## config.mk

```make
export PLATFORM = sky130hd
export DESIGN_NAME = ripple_count_capture
export DESIGN_NICKNAME = d
export VERILOG_FILES = /design/src/rtl/ripple_cap_pkg.sv /design/src/rtl/ripple_count_capture_sync_filter.sv /design/src/rtl/ripple_count_capture.sv
export SDC_FILE = /design/constraint.sdc
export NUM_CORES = 1
export LEC_CHECK = 0
export CAP_MARGIN = 20
export CORE_MARGIN = 3
export CORE_UTILIZATION = 55
export CTS_BUF_LIST = sky130_fd_sc_hd__clkbuf_2
export CTS_CLUSTER_SIZE = 20
export DETAILED_ROUTE_END_ITERATION = 16
export MAX_ROUTING_LAYER = met4
export PLACE_DENSITY_LB_ADDON = 0.05
export SYNTH_ARGS = -nofsm -noshare
export SYNTH_HDL_FRONTEND = slang
export SYNTH_SLANG_ARGS = --single-unit
```

## constraint.sdc

```tcl
create_clock -name clk -period 5.15 [get_ports clk]
set_clock_uncertainty 0.05 [all_clocks]
set_input_delay 0.7725 -clock clk [delete_from_list [all_inputs] [get_ports clk]]
set_output_delay 0.7725 -clock clk [all_outputs]
set_load 0.02 [all_outputs]
```

## src/rtl/ripple_cap_pkg.sv

```systemverilog
`default_nettype none
// ============================================================================
// Module   : ripple_cap_pkg
// Purpose  : Shared definitions for the ripple counter capture stage:
//            default widths, agreement counter width and the snapshot FSM
//            state encoding.
// Ports    : (package, no ports)
// Revision : 1.0 - initial release
// ============================================================================
package ripple_cap_pkg;

    localparam int c_CW_DEFAULT     = 4;
    localparam int c_EXT_W_DEFAULT  = 12;
    localparam int c_STABLE_DEFAULT = 2;

    // Agreement counter width; holds STABLE-1 for the whole legal range 1..15.
    localparam int c_AGR_W = 4;

    typedef enum logic [0:0] {
        ST_IDLE = 1'b0,
        ST_HOLD = 1'b1
    } snap_state_t;

endpackage : ripple_cap_pkg
`default_nettype wire

```

## src/rtl/ripple_count_capture_sync_filter.sv

```systemverilog
`default_nettype none
// ============================================================================
// Module   : sync_filter
// Purpose  : Three-stage synchronizer for the asynchronous ripple counter
//            value plus an agreement counter that qualifies a value once the
//            last two synchronized samples have agreed long enough.
// Ports    : clk      - sampling clock, rising edge
//            rst_i    - asynchronous active-high reset
//            cnt_i    - raw ripple counter value (asynchronous)
//            accept_o - current synchronized value is qualified (stable)
//            value_o  - synchronized value (s2) being qualified
// Revision : 1.0 - initial release
// ============================================================================
module sync_filter
    import ripple_cap_pkg::*;
#(
    parameter int CW     = c_CW_DEFAULT,
    parameter int STABLE = c_STABLE_DEFAULT
) (
    input  logic          clk,
    input  logic          rst_i,
    input  logic [CW-1:0] cnt_i,
    output logic          accept_o,
    output logic [CW-1:0] value_o
);

    localparam logic [c_AGR_W-1:0] c_AGR_MAX = c_AGR_W'(STABLE - 1);

    logic [CW-1:0]      s1_q, s2_q, s3_q;
    logic [2:0]         fill_q;
    logic [c_AGR_W-1:0] agr_q, agr_d;
    logic               w_agree;
    logic               w_sat;

    // The reset contents of s2/s3 are not real samples of the counter. A
    // fill marker travels alongside the data so that two reset zeros are
    // never taken as an agreeing pair (which would prime the capture with a
    // bogus 0 right after reset).
    assign w_agree = fill_q[2] && (s2_q == s3_q);
    assign w_sat   = (agr_q == c_AGR_MAX);

    always_comb begin
        agr_d = agr_q;
        if (!w_agree) begin
            agr_d = '0;
        end else if (!w_sat) begin
            agr_d = agr_q + c_AGR_W'(1);
        end
    end

    always_ff @(posedge clk or posedge rst_i) begin
        if (rst_i) begin
            s1_q   <= '0;
            s2_q   <= '0;
            s3_q   <= '0;
            fill_q <= '0;
            agr_q  <= '0;
        end else begin
            s1_q   <= cnt_i;
            s2_q   <= s1_q;
            s3_q   <= s2_q;
            fill_q <= {fill_q[1:0], 1'b1};
            agr_q  <= agr_d;
        end
    end

    assign accept_o = w_agree && w_sat;
    assign value_o  = s2_q;

endmodule : sync_filter
`default_nettype wire

```

## src/rtl/ripple_count_capture.sv

```systemverilog
`default_nettype none
// ============================================================================
// Module   : ripple_count_capture
// Purpose  : Capture stage for a 4-bit asynchronous ripple counter. Filters
//            the synchronized count, extends it with a wrap-driven upper
//            field, flags illegal jumps and serves snapshots over valid/ready.
// Ports    : clk        - sampling clock, rising edge
//            rstn       - asynchronous reset, ACTIVE-HIGH despite the name
//            cnt_in     - ripple counter value (asynchronous)
//            snap_req   - single-cycle snapshot request
//            out_ready  - consumer accepts out_data
//            out_valid  - snapshot held on out_data
//            out_data   - snapshot {ext, stb}
//            wrap_pulse - one-cycle pulse after a 2^CW-1 -> 0 accept
//            snap_drop  - one-cycle pulse when a request is lost
//            err_jump   - sticky illegal-jump flag
// Revision : 1.0 - initial release
// ============================================================================
module ripple_count_capture
    import ripple_cap_pkg::*;
#(
    parameter int CW     = c_CW_DEFAULT,
    parameter int EXT_W  = c_EXT_W_DEFAULT,
    parameter int STABLE = c_STABLE_DEFAULT
) (
    input  logic                clk,
    input  logic                rstn,
    input  logic [CW-1:0]       cnt_in,
    input  logic                snap_req,
    input  logic                out_ready,
    output logic                out_valid,
    output logic [EXT_W+CW-1:0] out_data,
    output logic                wrap_pulse,
    output logic                snap_drop,
    output logic                err_jump
);

    localparam logic [CW-1:0] c_CNT_ONE = CW'(1);
    localparam logic [CW-1:0] c_CNT_MAX = {CW{1'b1}};

    logic          w_flt_accept;
    logic [CW-1:0] w_flt_value;

    sync_filter #(
        .CW     (CW),
        .STABLE (STABLE)
    ) u_sync_filter (
        .clk      (clk),
        .rst_i    (rstn),
        .cnt_i    (cnt_in),
        .accept_o (w_flt_accept),
        .value_o  (w_flt_value)
    );

    // ------------------------------------------------------------------
    // Accepted value, extension, wrap and jump tracking
    // ------------------------------------------------------------------
    logic [CW-1:0]    stb_q, stb_d;
    logic [EXT_W-1:0] ext_q, ext_d;
    logic             primed_q, primed_d;
    logic             wrap_q, wrap_d;
    logic             err_q, err_d;
    logic             w_take;
    logic [CW-1:0]    w_stb_inc;

    // A qualified value is only taken when it differs from the held one,
    // except for the very first (priming) accept after reset.
    assign w_take    = w_flt_accept && (!primed_q || (w_flt_value != stb_q));
    assign w_stb_inc = stb_q + c_CNT_ONE;

    always_comb begin
        stb_d    = stb_q;
        ext_d    = ext_q;
        primed_d = primed_q;
        wrap_d   = 1'b0;
        err_d    = err_q;
        if (w_take) begin
            stb_d    = w_flt_value;
            primed_d = 1'b1;
            if (primed_q) begin
                if ((w_flt_value == '0) && (stb_q == c_CNT_MAX)) begin
                    ext_d  = ext_q + EXT_W'(1);
                    wrap_d = 1'b1;
                end
                if (w_flt_value != w_stb_inc) begin
                    err_d = 1'b1;
                end
            end
        end
    end

    always_ff @(posedge clk or posedge rstn) begin
        if (rstn) begin
            stb_q    <= '0;
            ext_q    <= '0;
            primed_q <= 1'b0;
            wrap_q   <= 1'b0;
            err_q    <= 1'b0;
        end else begin
            stb_q    <= stb_d;
            ext_q    <= ext_d;
            primed_q <= primed_d;
            wrap_q   <= wrap_d;
            err_q    <= err_d;
        end
    end

    // ------------------------------------------------------------------
    // Snapshot FSM. The snapshot uses the registered {ext, stb}, so a
    // request coinciding with an accept sees the pre-update value.
    // ------------------------------------------------------------------
    snap_state_t          state_q, state_d;
    logic                 valid_q, valid_d;
    logic [EXT_W+CW-1:0]  data_q, data_d;
    logic                 drop_q, drop_d;
    logic [EXT_W+CW-1:0]  w_snap;

    assign w_snap = {ext_q, stb_q};

    always_comb begin
        state_d = state_q;
        valid_d = valid_q;
        data_d  = data_q;
        drop_d  = 1'b0;
        case (state_q)
            ST_IDLE: begin
                if (snap_req) begin
                    data_d  = w_snap;
                    valid_d = 1'b1;
                    state_d = ST_HOLD;
                end
            end
            ST_HOLD: begin
                if (valid_q && out_ready) begin
                    if (snap_req) begin
                        data_d = w_snap;
                    end else begin
                        valid_d = 1'b0;
                        state_d = ST_IDLE;
                    end
                end else if (snap_req) begin
                    drop_d = 1'b1;
                end
            end
            default: begin
                valid_d = 1'b0;
                state_d = ST_IDLE;
            end
        endcase
    end

    always_ff @(posedge clk or posedge rstn) begin
        if (rstn) begin
            state_q <= ST_IDLE;
            valid_q <= 1'b0;
            data_q  <= '0;
            drop_q  <= 1'b0;
        end else begin
            state_q <= state_d;
            valid_q <= valid_d;
            data_q  <= data_d;
            drop_q  <= drop_d;
        end
    end

    assign out_valid  = valid_q;
    assign out_data   = data_q;
    assign wrap_pulse = wrap_q;
    assign snap_drop  = drop_q;
    assign err_jump   = err_q;

endmodule : ripple_count_capture
`default_nettype wire
```

==> results of run 1 <==
## cells by family (layout without fill, tap and decap cells)
logic type	count (synthesis)	in the layout	share of synthesized area, %
DFF	57	57	62.6
and+or+nand+nor	41	41	11.6
xor gates and xnor gates	24	24	9.23
muxes	21	21	10.4
buffers and inverters	8	46	2.09
AOI/OAI and AO/OA	6	6	1.70
adders and majority gates	4	4	2.20
other	1	1	0.165
## metrics by stage
stage | area (µm²) | std cells | worst slack (ps) | utilization [%] | hold WS, ps
5_1_grt | 2660 | 248 | 2680 | 69.6 | 309
4_1_cts | 2640 | 247 | 2840 | 69.1 | 305
3_5_place_dp | 2570 | 233 | 2520 | 67.3 | 286
6_report | 2660 | 248 | 2840 | 69.6 | 300
2_1_floorplan | 2280 | 162 | 2930 | - | 281
3_3_place_gp | 2570 | 233 | 2590 | 67.3 | 283
## sequential cells by signal, indices dropped and copies added (netlist names), 3 cells and up
signal                 cells
u_sync_filter.s1_q         4
ext_q                     12
u_sync_filter.fill_q       3
out_data                  16
u_sync_filter.value_o      4
stb_q                      4
u_sync_filter.agr_q        4
u_sync_filter.s3_q         4
## critical path: stages (launching register included)
cell and delay [ps]:
dfrtp_1 450, ha_1 170, nand2b_1 80, or2_0 390, nor4_4 630, nand4_1 250, xnor2_1 190
## power groups by stage
stage	logic, W	clock network [W]	registers (W)
after floorplan	0.0000214	0	0.000470
after global placement	0.0000305	0	0.000471
after detailed placement	0.0000326	0	0.000472
after CTS	0.0000328	0.000208	0.000463
after global routing	0.0000380	0.000235	0.000465
final	0.0000334	0.000201	0.000463
## path summary, 6_finish.rpt
kind	start	to	slack, ps
setup / recovery	u_sync_filter.agr_q[0]$_DFFE_PP0P_	ext_q[9]$_DFFE_PP0P_	2840
hold / removal	u_sync_filter.fill_q[0]$_DFF_PP0_	u_sync_filter.fill_q[1]$_DFF_PP0_	300
setup reg to reg	u_sync_filter.agr_q[0]$_DFFE_PP0P_	ext_q[9]$_DFFE_PP0P_	2840
hold reg to reg	u_sync_filter.fill_q[0]$_DFF_PP0_	u_sync_filter.fill_q[1]$_DFF_PP0_	300
max in group asynchronous	rstn	ext_q[4]$_DFFE_PP0P_	3900
min in group asynchronous	rstn	ext_q[9]$_DFFE_PP0P_	610
## cells in the final DEF, fill, tap and decap left out
| cell | n |
|---|---|
| a211oi_1 | 1 |
| a21oi_1 | 3 |
| a31oi_1 | 1 |
| a41o_1 | 1 |
| and2_1 | 3 |
| and3_1 | 4 |
| and4_1 | 1 |
| and4bb_2 | 1 |
| buf_12 | 1 |
| clkbuf_2 | 12 |
| clkdlybuf4s50_1 | 27 |
| clkinv_1 | 2 |
| conb_1 | 1 |
| dfrtp_1 | 57 |
| ha_1 | 4 |
| inv_1 | 3 |
| inv_2 | 1 |
| mux2_1 | 1 |
| mux2_2 | 20 |
| nand2_1 | 4 |
| nand2b_1 | 3 |
| nand3_1 | 5 |
| nand3b_1 | 1 |
| nand4_1 | 7 |
| nor2_1 | 4 |
| nor2_4 | 1 |
| nor4_1 | 1 |
| nor4_4 | 1 |
| or2_0 | 1 |
| or2_1 | 1 |
| or2_2 | 2 |
| or4b_2 | 1 |
| xnor2_1 | 19 |
| xor2_1 | 5 |
## per-layer routing
layer  GRT usage, %  vias up  share of wire [%]
met5              -        -                  0
met4           9.57        0                2.0
met3           4.32        9                4.0
met2           25.9       28                 49
met1           21.3      657                 45
li1               -      626                  -
## cell type report
| type | instances | area (µm²) | area share (%) |
|---|---|---|---|
| Timing Repair Buffer | 28 | 290 | 10.9 |
| Sequential cell | 57 | 1430 | 53.6 |
| Clock buffer | 12 | 60.1 | 2.26 |
| Multi-Input combinational cell | 97 | 803 | 30.2 |
| Tap cell | 48 | 60.1 | 2.26 |
| Clock inverter | 2 | 7.51 | 0.282 |
| Inverter | 4 | 15.0 | 0.564 |
==> flow_summary.yaml, run 1 <==
min_path:
  hold_depth: 0
  hp-class: "flop to flop"
synthesis:
  syn_inst: 162
  avgSynthCellArea_um2: 14.1
  yosysUniqueCellTypes: 31
  yosysWarningCount: 0
  synth_top_area_cell: "dfrtp_1"
  yosysTopAreaCellShare_pct: 62.6
  synth_area_leaders: "dfrtp_1, mux2_2, xnor2_1"
  syn-num-nets: 174
  async_reset_ff_share_pct: 100
  yosysSeqAreaShare_pct: 62.6
  synthFlopType: "dfrtp_1"
  synth_edf_count: 0
  synthMostInstantiatedCell: "dfrtp_1"
  yosys-top-cells-count: "dfrtp_1, mux2_2, xnor2_1"
  syn_area_um2: 2280
  postSynthRegisterBits: 57
sta:
  fin_setup_tns_ps: 0
  rsz0062_at_grt: "false"
  fmax_mhz: 434
  finalCritPeriodShare_pct: 44.8
  slew_headroom_pct: 49.3
  fin_crit_ps: 2310
  drv_slew: 0
  setup_viol: 0
  worst_slew_pin_slew_ps: 761
  final_hold_viol_count: 0
pwr:
  peakVddDrop_mv: 0.167
  p_leak_nw: 1.27
  p_comb_share_pct: 4.8
  intPower_w: 0.000534
  swShare_pct: 23.4
  clkPwrFrac_pct: 28.8
  p_total_w: 0.000697
  pwr-share-seq_pct: 66.4
  p_sw_w: 0.000163
  p_per_area_nw_per_um2: 262
clocking:
  cts_made_buffers: 9
  hold_buffers: 0
  clockBufferDepth: 2
  h-tree-depth: 3
  cts_sinks: 57
  path_clk_slew_ps: 140
  root_buffer: "clkbuf_2"
  post_cts_buffers: 0
  clock_latency_ps: 440
  cts_tree: "done"
  cts_resized: 0
layout:
  area_delta_synth_final_pct: 16.9
  fillers: 269
  nets: 209
  antenna_cells: 0
  layout-drive-gt1-share_pct: 20.0
worst_setup_path:
  end_kind: "flop"
  critPathArrivalTime_ps: 2590
  start_kind: "flop"
  cp_max_fo: 12
  critPathKind: "flop to flop"
  critical_path_required_ps: 5430
  ff2ff_path_depth: 6
route:
  via_per_inst: 5.32
  drtIter0Drc: 107
  drt_wl_total_um: 3670
  via_count: 1320
  wl_per_cell_um: 14.8
  drtPass1Iterations: 2
  postRouteAntennaNets: 0
  remaining_drc_errors: 0
floorplanning:
  die_h_um: 70.3
  die_w_um: 70.3
  core_area_um2: 3830
  initial_core_util_pct: 59.5
  die_area_um2: 4950
  io_pins: 28
  num_rows: 22
global_route:
  grt_remaining_overflow: 0
  grt_pass1_vias: 1379
  grt_max_degree: 58
  globalRouteTotalUtil_pct: 17.2
  antenna_found_initial: 0
  grt_first_pass_wirelength_um: 6350
placement:
  io_buffers: 27
  dp_hpwl_um: 2540
  gp_congestion: 0.769
job:
  drv_cap: 0
status:
  outcome: "complete, no violations"
Power figures use the tool's default switching activity.
==> run 2, diff against run 1 <==
--- a/config.mk
+++ b/config.mk
@@ -7,7 +7,7 @@
 export LEC_CHECK = 0
 export CAP_MARGIN = 20
 export CORE_MARGIN = 3
-export CORE_UTILIZATION = 55
+export CORE_UTILIZATION = 51
 export CTS_BUF_LIST = sky130_fd_sc_hd__clkbuf_2
 export CTS_CLUSTER_SIZE = 20
 export DETAILED_ROUTE_END_ITERATION = 16
==> constraint.sdc (replaced) <==
create_clock -name clk -period 1.9 [get_ports clk]
set_clock_uncertainty 0.05 [all_clocks]
set_input_delay 0.285 -clock clk [delete_from_list [all_inputs] [get_ports clk]]
set_output_delay 0.285 -clock clk [all_outputs]
set_load 0.02 [all_outputs]
==> flow_summary.yaml, run 2 (synthesized netlist as in run 1, its figures left out) <==
route:
  via_per_inst: 5.26
  via_count: 1373
  wl_per_cell_um: 14.6
  postRouteAntennaNets: 0
  remaining_drc_errors: 0
  drt_wl_total_um: 3810
  drtPass1Iterations: 5
  drtIter0Drc: 49
global_route:
  grt_max_degree: 58
  globalRouteTotalUtil_pct: 17.2
  antenna_found_initial: 0
  grt_pass1_vias: 1446
  grt_first_pass_wirelength_um: 6540
  grt_remaining_overflow: 0
floorplanning:
  io_pins: 28
  die_area_um2: 5300
  core_area_um2: 4140
  initial_core_util_pct: 55.0
  num_rows: 23
  die_w_um: 72.8
  die_h_um: 72.8
sta:
  fin_crit_ps: 1820
  fmax_mhz: 551
  hold-worst-slack_ps: 124
  setup_viol: 0
  final_hold_viol_count: 0
  finalCritPeriodShare_pct: 95.6
  rsz0062_at_grt: "true"
  drv_slew: 0
  layout_setup_ws_ps: 84.4
  fin_setup_tns_ps: 0
worst_setup_path:
  crit_chain: "clkdlybuf4s50_1"
  critPathArrivalTime_ps: 1480
  critical_path.top_delay_family: "buffers and inverters"
  end_kind: "output port"
  slowest_stage: "clkdlybuf4s50_1"
  cp_num_buf_inv: 1
  max_stage_delay_ps: 620
  critical_path_required_ps: 1560
  cp_max_fo: 3
  critPathKind: "flop to output port"
  start_kind: "flop"
layout:
  finalNonFillerCells: 261
  antenna_cells: 0
  final_common_cell: "dfrtp_1"
  nets: 219
  largest_register_ffs: 16
  area_delta_synth_final_pct: 22.6
  layout-drive-gt1-share_pct: 28.4
  most-common-layout-cells: "dfrtp_1, clkdlybuf4s50_1, xnor2_1, mux2_2, clkbuf_2"
clocking:
  cts_made_buffers: 9
  hold_buffers: 0
  cts_tree: "done"
  root_buffer: "clkbuf_2"
  path_clk_slew_ps: 140
  h-tree-depth: 3
  clock_latency_ps: 470
  cts_sinks: 57
  clockBufferDepth: 2
placement:
  io_buffers: 27
  place_worst_setup_slack_ps: 15.1
  gp_congestion: 0.851
  placedCellCount: 241
  dp_hpwl_um: 2490
status:
  outcome: "complete, no violations"
min_path:
  hp-class: "input pin to async pin"
pwr:
  p_total_w: 0.00194
  p_per_area_nw_per_um2: 694
  peakVddDrop_mv: 0.454
  p_leak_nw: 1.33
job:
  drv_cap: 0
run 2: cell types whose count changed in the layout (fill, tap and decap cells not counted), sizes merged:
| cell | previous run | this run |
|---|---|---|
| buf | 1 | 11 |
| clkbuf | 12 | 14 |
| clkinv | 2 | 1 |
run 2: stage by stage:
| stage | utilization (%) | cell area, µm² |
|---|---|---|
| floorplan | - | 2280 |
| CTS | 65.8 | 2730 |
| detailed placement | 63.9 | 2650 |
| global route | 67.4 | 2790 |
| global placement | 63.9 | 2650 |
| finish | 67.4 | 2790 |
run 2: worst paths after layout:
| check | from | endpoint | slack [ps] | cells after the start |
|---|---|---|---|---|
| max | out_valid$_DFFE_PP0P_ | out_valid | 80 | 1 |
| min | rstn | err_jump$_DFFE_PP0P_ | 120 | 3 |
| max reg2reg | u_sync_filter.agr_q[1]$_DFFE_PP0P_ | stb_q[3]$_DFFE_PP0P_ | 90 | 7 |
| min reg2reg | u_sync_filter.s1_q[1]$_DFF_PP0_ | u_sync_filter.value_o[1]$_DFF_PP0_ | 310 | 0 |
| max in group asynchronous | rstn | ext_q[6]$_DFFE_PP0P_ | 1430 | 3 |
| min in group clk | cnt_in[0] | u_sync_filter.s1_q[0]$_DFF_PP0_ | 200 | 1 |
run 2: repair_timing:
action / CTS / global route
endpoints found under the setup margin: 1 / 13
setup buffers: 0 / 4
pin swaps: 0 / 4
gates cloned: 0 / 1
gates resized for setup: 1 / 12
run 2: area by class of cell:
type,count,area (µm²)
multi-input cells,97,828
repair buffers,38,382
fillers,314,1350
well taps,50,62.6
inverters,4,15.0
clock inverters,1,3.75
clock buffers,14,70.1
flip-flops and latches,57,1430
run 2: metal layers:
layer	track usage [%]	share of wire (%)
met5	-	0
met4	11.7	3.0
met3	4.55	4.4
met2	24.7	48
met1	21.1	44
run 2: report_power, final:
group	total (W)	switching [W]	leakage, nW	internal, W
sequential	0.00126	0.0000187	0.749	0.00124
combinational	0.000100	0.0000514	0.523	0.0000491
clock	0.000582	0.000392	0.0597	0.000190
total	0.00194	0.000462	1.33	0.00148
